===== src/rtl/fetch_ctrl.sv =====
// Program-counter sequencer: IDLE/RUN/DONE control with conditional absolute (LUT)
// and relative jumps, stall hold, halt detection and a saturating run-cycle counter.
module fetch_ctrl #(
    parameter int unsigned D         = 12,
    parameter int unsigned LW        = 2,
    parameter int unsigned HALT_ADDR = 128,
    parameter int unsigned CW        = 16
) (
    input  logic          clk,
    input  logic          reset,
    input  logic          req,
    input  logic          stall,
    input  logic          absjump_en,
    input  logic          reljump_en,
    input  logic [LW-1:0] lut_sel,
    input  logic [D-1:0]  rel_off,
    input  logic [1:0]    br_cond,
    input  logic          zeroQ,
    input  logic          pariQ,
    input  logic          lut_we,
    input  logic [LW-1:0] lut_waddr,
    input  logic [D-1:0]  lut_wdata,
    output logic [D-1:0]  prog_ctr,
    output logic          busy,
    output logic          done,
    output logic          jump_taken,
    output logic [CW-1:0] cycle_cnt
);

    localparam int unsigned LUT_N   = 1 << LW;
    localparam logic [63:0] PC_SPAN = 64'(1) << D;
    // A halt address outside the PC range can never be reached.
    localparam logic        HALT_EN = 64'(HALT_ADDR) < PC_SPAN;
    localparam logic [D-1:0] HALT_PC = D'(HALT_ADDR);

    typedef enum logic [1:0] {
        S_IDLE = 2'd0,
        S_RUN  = 2'd1,
        S_DONE = 2'd2
    } state_t;

    state_t        r_state;
    logic [D-1:0]  r_pc;
    logic          r_busy;
    logic          r_done;
    logic          r_jt;
    logic [CW-1:0] r_cnt;
    logic [D-1:0]  r_lut [LUT_N];

    logic          w_cond;
    logic          w_at_halt;

    assign prog_ctr   = r_pc;
    assign busy       = r_busy;
    assign done       = r_done;
    assign jump_taken = r_jt;
    assign cycle_cnt  = r_cnt;

    assign w_at_halt = HALT_EN && (r_pc == HALT_PC);

    // Branch condition select from registered ALU flags.
    always_comb begin
        w_cond = 1'b1;
        case (br_cond)
            2'b00:   w_cond = 1'b1;
            2'b01:   w_cond = zeroQ;
            2'b10:   w_cond = ~zeroQ;
            default: w_cond = pariQ;
        endcase
    end

    // Jump LUT; a same-edge read sees the pre-write contents.
    always_ff @(posedge clk or negedge reset) begin
        if (!reset) begin
            for (int i = 0; i < int'(LUT_N); i++) begin
                r_lut[i] <= '0;
            end
        end else if (lut_we) begin
            r_lut[lut_waddr] <= lut_wdata;
        end
    end

    always_ff @(posedge clk or negedge reset) begin
        if (!reset) begin
            r_state <= S_IDLE;
            r_pc    <= '0;
            r_busy  <= 1'b0;
            r_done  <= 1'b0;
            r_jt    <= 1'b0;
            r_cnt   <= '0;
        end else begin
            r_jt <= 1'b0;
            case (r_state)
                S_IDLE: begin
                    r_pc <= '0;
                    if (req) begin
                        r_state <= S_RUN;
                        r_busy  <= 1'b1;
                        r_cnt   <= '0;
                    end
                end
                S_RUN: begin
                    if (r_cnt != '1) begin
                        r_cnt <= r_cnt + CW'(1);
                    end
                    if (w_at_halt) begin
                        r_state <= S_DONE;
                        r_busy  <= 1'b0;
                        r_done  <= 1'b1;
                    end else if (!stall) begin
                        if (absjump_en && w_cond) begin
                            r_pc <= r_lut[lut_sel];
                            r_jt <= 1'b1;
                        end else if (reljump_en && w_cond) begin
                            r_pc <= r_pc + rel_off;
                            r_jt <= 1'b1;
                        end else begin
                            r_pc <= r_pc + D'(1);
                        end
                    end
                end
                S_DONE: begin
                    if (!req) begin
                        r_state <= S_IDLE;
                        r_done  <= 1'b0;
                        r_pc    <= '0;
                    end
                end
                default: begin
                    r_state <= S_IDLE;
                    r_busy  <= 1'b0;
                    r_done  <= 1'b0;
                end
            endcase
        end
    end

endmodule


===== config.mk =====
export PLATFORM = sky130hd
export DESIGN_NAME = fetch_ctrl
export DESIGN_NICKNAME = d
export VERILOG_FILES = /design/src/rtl/fetch_ctrl.sv
export SDC_FILE = /design/constraint.sdc
export NUM_CORES = 1
export LEC_CHECK = 0
export ABC_AREA = 1
export CAP_MARGIN = 5
export CORE_ASPECT_RATIO = 0.6
export CORE_MARGIN = 4
export CORE_UTILIZATION = 45
export CTS_BUF_LIST = sky130_fd_sc_hd__clkbuf_2 sky130_fd_sc_hd__clkbuf_4 sky130_fd_sc_hd__clkbuf_8
export CTS_CLUSTER_DIAMETER = 100
export DETAILED_ROUTE_END_ITERATION = 8
export HOLD_SLACK_MARGIN = 0.15
export PLACE_DENSITY_LB_ADDON = 0.15
export SLEW_MARGIN = 30
export SYNTH_ARGS = -nofsm -noshare
export SYNTH_HDL_FRONTEND = slang
export SYNTH_SLANG_ARGS = --single-unit

===== constraint.sdc =====
create_clock -name clk -period 2.36 [get_ports clk]
set_input_delay 0.236 -clock clk [delete_from_list [all_inputs] [get_ports clk]]
set_output_delay 0.236 -clock clk [all_outputs]
set_load 0.005 [all_outputs]

-- Word-level counts from Yosys, hierarchy flattened
Cells that the tools add are included.
Widths: inputs -> output; s select.
- add/subtract/negate cells: 3
- $lt $le $gt $ge: 3
- equality and inequality tests: 12
- mux-type cells: 31
- bitwise operators: 5
- reduce and logical (&&, ||, !) cells: 12
- operators by type and width (kind ; count):
    $mux 12 ; 8
    $bwmux 48 ; 1
    $pmux 12 s3 ; 1
    $mux 16 ; 2
    $pmux 16 s2 ; 1
    $bmux 12 s2 ; 1
    $demux 12 s2 ; 1
    $add 16x1->16 const B ; 1
    $ne 16x16->1 const B ; 1
    $add 12x1->12 const B ; 1
    $add 12x12->12 ; 1
    $eq 12x8->1 const B ; 1
    $ne 2x2->1 const B ; 6
    $reduce_and 3->1 ; 4
    $mux 1 ; 9
    $pmux 1 s3 ; 3
    $ge 3x3->1 const B ; 2
    $mux 2 ; 3
    $not 2->3 ; 2
    $pmux 2 s3 ; 1
    $eq 2x1->1 const B ; 2
    $eq 2x2->1 const B ; 2
    $logic_not 2->1 ; 2
    $reduce_and 4->1 ; 1
    other kinds (5) ; 9
- flip-flop bits (word level): 81
- input port bits: 39
- output and inout bits: 31
- word-level logic and storage cells: 76

-- Logic depth before layout (Yosys ltp)
Gate-level depths: netlist (run 1).
- depth after elaboration: 8
- mapped depth: 19
- depth with buffers taken out: 18

-- Worst setup path after synthesis (run 1)
Ideal clock, no wire load.
- path type: in2reg
- start: input port zeroQ
- end: register r_pc[4], in the netlist prog_ctr[4]
- library setup time: 0.131 ns
- data arrival time: 1.968 ns
- required time: 2.229 ns
- setup slack: 0.261 ns
- stages on the path: 15
- path buffers: 0
- cell sequence: inv_1 -> nand2_1 -> nand2_1 -> nand2_1 -> nand2_1 -> or2_2 -> ha_1 -> fa_1 -> nand2_1 -> nand2_1 -> o21ai_1 -> xor2_1 -> nand2_1 -> o21ai_1 -> o21ai_1
- word-level cells in the longest chain between the ends: 8
- elaborated cells between the ends (all ways): 9
- classes of those cells: mux: 6; bitwise: 1; reduce/logical: 2
- ends and longest elaborated chain (item ; RTL line ; text):
    from (decl) ; 18 ; input logic zeroQ,
    $not 1->1 ; 67 ; 2'b10: w_cond = ~zeroQ;
    $pmux 1 s3 * ; 64 ; case (br_cond)
    $logic_and 1x1->1 ; 114 ; end else if (reljump_en && w_cond) begin
    $mux 12 ; 114 ;
    $mux 12 * ; 111 ; if (absjump_en && w_cond) begin
    $mux 12 * ; 110 ; end else if (!stall) begin
    $mux 12 * ; 106 ; if (w_at_halt) begin
    $pmux 12 s3 * ; 93 ; case (r_state)
    to (signal assigned) ; 112 ; r_pc <= r_lut[lut_sel];
    to (signal assigned) ; 115 ; r_pc <= r_pc + rel_off;
    to (signal assigned) ; 118 ; r_pc <= r_pc + D'(1);
    to (decl) ; 43 ; logic [D-1:0] r_pc;
Mark *: on every way between the ends. The rest lies on a longest branch, timed or not. The select of a mux whose other input is x is not followed.
A chain may end at the register's enable or synchronous reset.

-- Worst setup path after layout (run 1)
- start: input port zeroQ
- end: register r_pc[10], in the netlist prog_ctr[10]
Same word-level chain as after synthesis.

==> out/metrics.csv, run 1 <==
metric;value;unit
fin_tns_setup;0;ns
path_class;in -> reg;
io_buffers;69;
p_leak;2.82;nW
fin_crit_sh;93.6;%
setup_viol;0;
syn_inst;618;
finalWirelength;12100;µm
worst_pin_slew;0.753;ns
grt_pass1_wl;20600;µm
ant_nets;0;
initial_utilization;46.5;%
synth_area_per_cell;7.48;µm²
post-route-min-period;2.21;ns
status;complete, no violations;
ys_seq_area_share;43.8;%
p_total;4.95;mW
postLayoutCoreUtil;58.7;%
io-pin-count;70;
final_cells;848;
hold_viol;0;
dr_total_vias;4395;
ys_warn_count;0;
cts_max_level;3;
cts.sinks;81;
cts_tree;done;
fp.dieW;139;µm
die_y;86.5;µm
path_clk_slew;0.08;ns
drtIter0Drc;304;
cp_data_required_time;2.61;ns
syn-num-nets;670;
dp_hpwl;9080;µm
grt_setup_unrepaired;yes;
drc;0;
synth_seq_cells;81;
layout.nets;761;
syn2layout_area_growth;26.2;%
cts_max_path_buffers;2;
dieArea;0.0120;mm²
powerDensity;849;mW/mm²
drv_slew;0;
start_kind;input port;
post_cts_buffers;0;
maxCapViolations;0;
r2r_slack;0.53;ns
overflow;0;
dr.pass1.iters;4;
root_buffer;clkbuf_8;
irDropWorstVdd;0.440;mV
grt_max_degree;47;
end_kind;register;
dp.cells;832;
max_freq;0.453;GHz
crit_fanout;3;
clk-insertion-delay-late;0.36;ns
antenna_cells;0;
gp_congestion;0.920;
via_per_inst;5.18;
cts_buffers;9;
crit_arrival;2.46;ns
row_count;28;
layout-drive-gt1-share;11.2;%
grt_pass1_vias;4183;
nFillCells;898;
antenna_found_initial;0;
max-slew-margin-rel;49.7;%
hold_class;in -> async;
synth_area;0.00462;mm²
grt_usage;21.1;%
synth.distinct_cells;33;
core_area;0.00995;mm²
timing.hold.ws;0.425;ns
finClkSkew;0.00590;ns
wire_per_inst;14.3;µm
## layout by cell type, fill, tap and decap left out, types with 2 or more instances in the layout
| cell | n |
|---|---|
| nand2_2 | 4 |
| ha_1 | 10 |
| dfrtp_1 | 81 |
| xor2_1 | 10 |
| o21ai_0 | 70 |
| clkbuf_8 | 10 |
| nand4_1 | 10 |
| o21bai_1 | 4 |
| nand2_1 | 159 |
| o22ai_2 | 5 |
| inv_1 | 55 |
| clkinv_2 | 4 |
| nand3_2 | 3 |
| a21oi_1 | 14 |
| nor2_1 | 74 |
| o221ai_1 | 3 |
| clkdlybuf4s50_1 | 68 |
| o21ai_2 | 4 |
| nor3_1 | 5 |
| nand3_1 | 36 |
| buf_4 | 30 |
| inv_2 | 8 |
| or2_2 | 2 |
| o21ai_1 | 22 |
| o22ai_1 | 8 |
## state kept, by name (all words and copies together), names as in the netlist
| register | flops |
|---|---|
| busy | 1 |
| cycle_cnt | 16 |
| done | 1 |
| jump_taken | 1 |
| prog_ctr | 12 |
| r_lut | 48 |
| r_state | 2 |
## power breakdown
| part | total [mW] | switching, mW | leakage, nW | internal [mW] |
|---|---|---|---|---|
| logic | 2.05 | 1.04 | 1.70 | 1.01 |
| registers | 2.02 | 0.316 | 1.03 | 1.70 |
| clock network | 0.885 | 0.476 | 0.0921 | 0.409 |
| total | 4.95 | 1.83 | 2.82 | 3.12 |
## logic make-up (layout without fill, tap and decap cells)
family / Yosys count / count (layout) / share of synthesized area [%]
compound gates: 132 / 132 / 16.3
flops: 81 / 81 / 43.8
fa+ha+maj: 13 / 13 / 3.68
xor+xnor: 11 / 11 / 2.08
buf+inv: 83 / 178 / 7.06
simple gates: 298 / 298 / 27.0
## worst paths after layout
kind | endpoint | cells past startpoint | from
setup / recovery | prog_ctr[10]$_DFFE_PN0P_ | 16 | zeroQ
setup reg to reg | cycle_cnt[3]$_DFFE_PN0P_ | 8 | cycle_cnt[0]$_DFFE_PN0P_
hold reg to reg | done$_DFFE_PN0P_ | 2 | done$_DFFE_PN0P_
hold / removal | cycle_cnt[6]$_DFFE_PN0P_ | 2 | reset
max in group asynchronous | prog_ctr[3]$_DFFE_PN0P_ | 3 | reset
min in group clk | done$_DFFE_PN0P_ | 2 | done$_DFFE_PN0P_
## critical path, stage by stage
cell and delay [ns]:
clkdlybuf4s50_1 0.48, inv_1 0.04, nand2_1 0.05, nand2_1 0.05, nand2_2 0.07, nand2_2 0.07
or2_2 0.31, ha_4 0.18, fa_2 0.34, buf_4 0.15, nand3_1 0.12, nand4_1 0.11
nand3_1 0.09, nand2_1 0.06, nand2_1 0.05, nand2_1 0.04
## timing repair
action | 4_1_cts | 5_1_grt
hold buffers | 1 | 0
hold endpoints to repair | 45 | 0
endpoints found under the setup margin | 0 | 7
gates resized for setup | 0 | 9
## stage by stage
stage | setup slack (ns) | instance area (µm²)
CTS | 0.00643 | 5800
global route | -0.0442 | 5840
global placement | -0.296 | 5630
detailed placement | -0.351 | 5630
floorplan | 0.261 | 4620
finish | 0.151 | 5840
## cell type report
| cell class | count | area (µm²) | share of cell area, % |
|---|---|---|---|
| inverter | 63 | 236 | 4.05 |
| tap | 135 | 169 | 2.89 |
| multi-input combinational | 454 | 2300 | 39.5 |
| sequential | 81 | 2030 | 34.7 |
| timing repair buffer | 100 | 936 | 16.0 |
| clock buffer | 11 | 145 | 2.49 |
| clock inverter | 4 | 20.0 | 0.343 |
## cells in the mapped netlist
cell | instances | area (µm²)
dfrtp_1 | 81 | 2030
nand2_1 | 163 | 612
nor2_4 | 1 | 11.3
o31ai_1 | 1 | 7.51
xnor2_1 | 1 | 8.76
fa_1 | 1 | 20.0
o22ai_2 | 5 | 62.6
xor2_1 | 10 | 87.6
ha_1 | 12 | 150
or2_1 | 1 | 6.26
nor3_1 | 5 | 25.0
a21oi_1 | 14 | 70.1
o221ai_1 | 3 | 26.3
o21bai_1 | 4 | 30.0
inv_2 | 8 | 30.0
or2_2 | 2 | 12.5
nor3_4 | 1 | 16.3
o21ai_1 | 23 | 115
buf_4 | 1 | 7.51
buf_2 | 3 | 15.0
nor2_2 | 1 | 6.26
clkbuf_1 | 15 | 56.3
nor2_1 | 74 | 278
nor3_2 | 1 | 10.0
nand4_1 | 10 | 62.6
o21ai_0 | 70 | 350
inv_1 | 55 | 206
nand3_2 | 3 | 30.0
buf_6 | 1 | 11.3
o22ai_1 | 8 | 50.1
o21ai_4 | 1 | 16.3
nand3_1 | 36 | 180
o21ai_2 | 3 | 26.3
## routing by layer
layer,GRT usage (%),share of wire (%),vias to the layer above
met2,32.1,44,115
met3,5.51,6.1,5
met4,4.00,0.34,0
met1,30.8,50,2073
met5,0,0,-
li1,-,-,2202
Power figures use the tool's default switching activity.
==> inputs of run 2 (changes only) <==
--- a/config.mk
+++ b/config.mk
@@ -11,7 +11,7 @@
 export CORE_MARGIN = 4
 export CORE_UTILIZATION = 45
 export CTS_BUF_LIST = sky130_fd_sc_hd__clkbuf_2 sky130_fd_sc_hd__clkbuf_4 sky130_fd_sc_hd__clkbuf_8
-export CTS_CLUSTER_DIAMETER = 100
+export CTS_CLUSTER_DIAMETER = 60
 export DETAILED_ROUTE_END_ITERATION = 8
 export HOLD_SLACK_MARGIN = 0.15
 export PLACE_DENSITY_LB_ADDON = 0.15
==> results of run 2 <==
Same layout as run 1: the final DEF is identical, and so are final timing and power.
==> inputs of run 3 (changes only) <==
--- a/config.mk
+++ b/config.mk
@@ -19,3 +19,4 @@
 export SYNTH_ARGS = -nofsm -noshare
 export SYNTH_HDL_FRONTEND = slang
 export SYNTH_SLANG_ARGS = --single-unit
+export TNS_END_PERCENT = 50
==> constraint.sdc (replaced) <==
create_clock -name clk -period 2.36 [get_ports clk]
set_input_delay 0.472 -clock clk [delete_from_list [all_inputs] [get_ports clk]]
set_output_delay 0.472 -clock clk [all_outputs]
set_load 0.005 [all_outputs]
==> run 3 against run 2 <==
Sequential power hardly changed; maximum frequency is 0.86% lower; largest cell class unchanged; critical path type unchanged; setup slack worse by 0.019 ns; cell count is 1.1% higher; non-clock buffer count is 8 higher; highest routed layer unchanged; via count is 1.4% higher.
==> out/metrics.csv, run 3 (synthesized netlist as in run 1, its figures left out) <==
metric;value;unit
grt_pass1_vias;4201;
setup_viol;0;
post-route-min-period;2.23;ns
clk-insertion-delay-late;0.36;ns
p_leak;2.93;nW
dp_hpwl;9110;µm
overflow;0;
seqPwrFrac;37.7;%
antenna_found_initial;0;
path_class;in -> reg;
start_kind;input port;
layout-drive-gt1-share;14.8;%
grt_max_degree;56;
switching_share;36.5;%
wire_per_inst;14.5;µm
io-pin-count;70;
max_freq;0.449;GHz
crit_arrival;2.48;ns
end_kind;register;
initial_utilization;46.5;%
power_frac_comb;41.5;%
root_buffer;clkbuf_8;
gp_congestion;0.942;
grt_usage;21.2;%
hold_class;reg -> reg;
cts_buffers;9;
regMostFlops;r_lut;
grt_setup_unrepaired;no;
largest_reg_flops;48;
status;complete, no violations;
path_clk_slew;0.08;ns
worst_pin_slew;0.509;ns
worst_r2r_startpoint;prog_ctr[4]$_DFFE_PN0P_;
final_common_cell;nand2_1;
fin_crit_sh;94.4;%
cp_data_required_time;2.62;ns
fin_tns_setup;0;ns
hold_start;r_lut[34]$_DFFE_PN0P_;
fp.dieW;139;µm
powerDensity;877;mW/mm²
cts_max_level;3;
p_switching;1.95;mW
p_int;3.40;mW
dr.pass1.iters;5;
ant_nets;0;
dr_total_vias;4457;
dieArea;0.0120;mm²
row_count;28;
cts_tree;done;
antenna_cells;0;
power_frac_clock;20.8;%
hold_viol;0;
r2r_slack;0.43;ns
final_cell_mix;nand2_1, dfrtp_1, nor2_1, o21ai_0, clkdlybuf4s50_1;
grt_pass1_wl;20700;µm
cts_max_path_buffers;2;
crit_start;reljump_en;
cts.sinks;81;
drc;0;
finClkSkew;0.00430;ns
drv_slew;0;
core_area;0.00995;mm²
syn2layout_area_growth;31.8;%
layout.nets;769;
drtIter0Drc;344;
io_buffers;69;
crit_fanout;3;
irDropWorstVdd;0.451;mV
p_total;5.35;mW
finalWirelength;12500;µm
maxCapViolations;0;
max-slew-margin-rel;66.0;%
die_y;86.5;µm
via_per_inst;5.20;
==> run 3: cell count changes in the layout (fill, tap and decap cells not counted), sizes merged <==
| cell | delta |
|---|---|
| clkinvlp | +2 |
| clkdlybuf4s50 | -4 |
| inv | +1 |
| clkinv | -2 |
| buf | +7 |
| bufinv | +2 |
| clkbuf | -1 |
| dlymetal6s2s | +4 |
==> run 3: power by group through the flow <==
stage                     clock network (mW)  registers (mW)  logic, mW
after floorplan                            0            1.97       1.10
after global placement                     0            2.01       2.02
after detailed placement                   0            2.02       2.05
after CTS                               1.15            2.00       2.12
after global routing                    1.20            2.06       2.47
final                                   1.11            2.01       2.22
==> run 3: timing repair <==
| item | CTS | global route |
|---|---|---|
| hold endpoints to repair | 26 | 0 |
| resized for setup | 15 | 24 |
| pin swaps | 3 | 12 |
| buffers inserted | 0 | 3 |
| gates cloned | 0 | 1 |
| hold buffers | 1 | 0 |
| endpoints found under the setup margin | 7 | 10 |
==> run 3: area by class of cell <==
| class | instances | area, µm² |
|---|---|---|
| Multi-Input combinational cell | 454 | 2410 |
| Clock buffer | 9 | 124 |
| Tap cell | 135 | 169 |
| Clock inverter | 7 | 93.8 |
| Inverter | 63 | 236 |
| Fill cell | 903 | 3850 |
| Sequential cell | 81 | 2030 |
| Timing Repair Buffer | 108 | 1030 |
==> run 3: critical path: stages <==
cell             delay, ns
clkdlybuf4s50_1       0.52
nand2_4               0.10
or2_4                 0.25
ha_4                  0.17
buf_4                 0.13
buf_4                 0.12
nand3_1               0.10
nand2_2               0.11
a21oi_2               0.15
xor2_1                0.18
nand2_1               0.06
nand2_1               0.06
nand2_1               0.05
==> run 3: stage by stage <==
step	cells	setup WS [ns]	area (µm²)	util, %	hold WS (ns)
floorplan	618	0.0250	4620	-	0.176
global route	857	0.0226	6100	61.3	0.504
finish	857	0.132	6100	61.3	0.489
CTS	853	0.00363	5950	59.8	0.489
detailed placement	836	-0.574	5660	56.9	0.413
global placement	836	-0.563	5660	56.9	0.412
==> run 3: path summary, 6_finish.rpt <==
check / endpoint / cells after the start
max: prog_ctr[7]$_DFFE_PN0P_ / 13
min: r_lut[34]$_DFFE_PN0P_ / 2
max reg2reg: prog_ctr[4]$_DFFE_PN0P_ / 7
min reg2reg: r_lut[34]$_DFFE_PN0P_ / 2
max in group asynchronous: r_lut[39]$_DFFE_PN0P_ / 3
min in group asynchronous: cycle_cnt[6]$_DFFE_PN0P_ / 2
==> run 3: per-layer routing <==
metal / global-route usage, % / vias up / wire length (µm)
li1: - / 2234 / -
met1: 31.7 / 2077 / 6260
met2: 31.0 / 129 / 5250
met3: 5.02 / 17 / 784
met4: 5.95 / 0 / 180
met5: 0 / - / 0
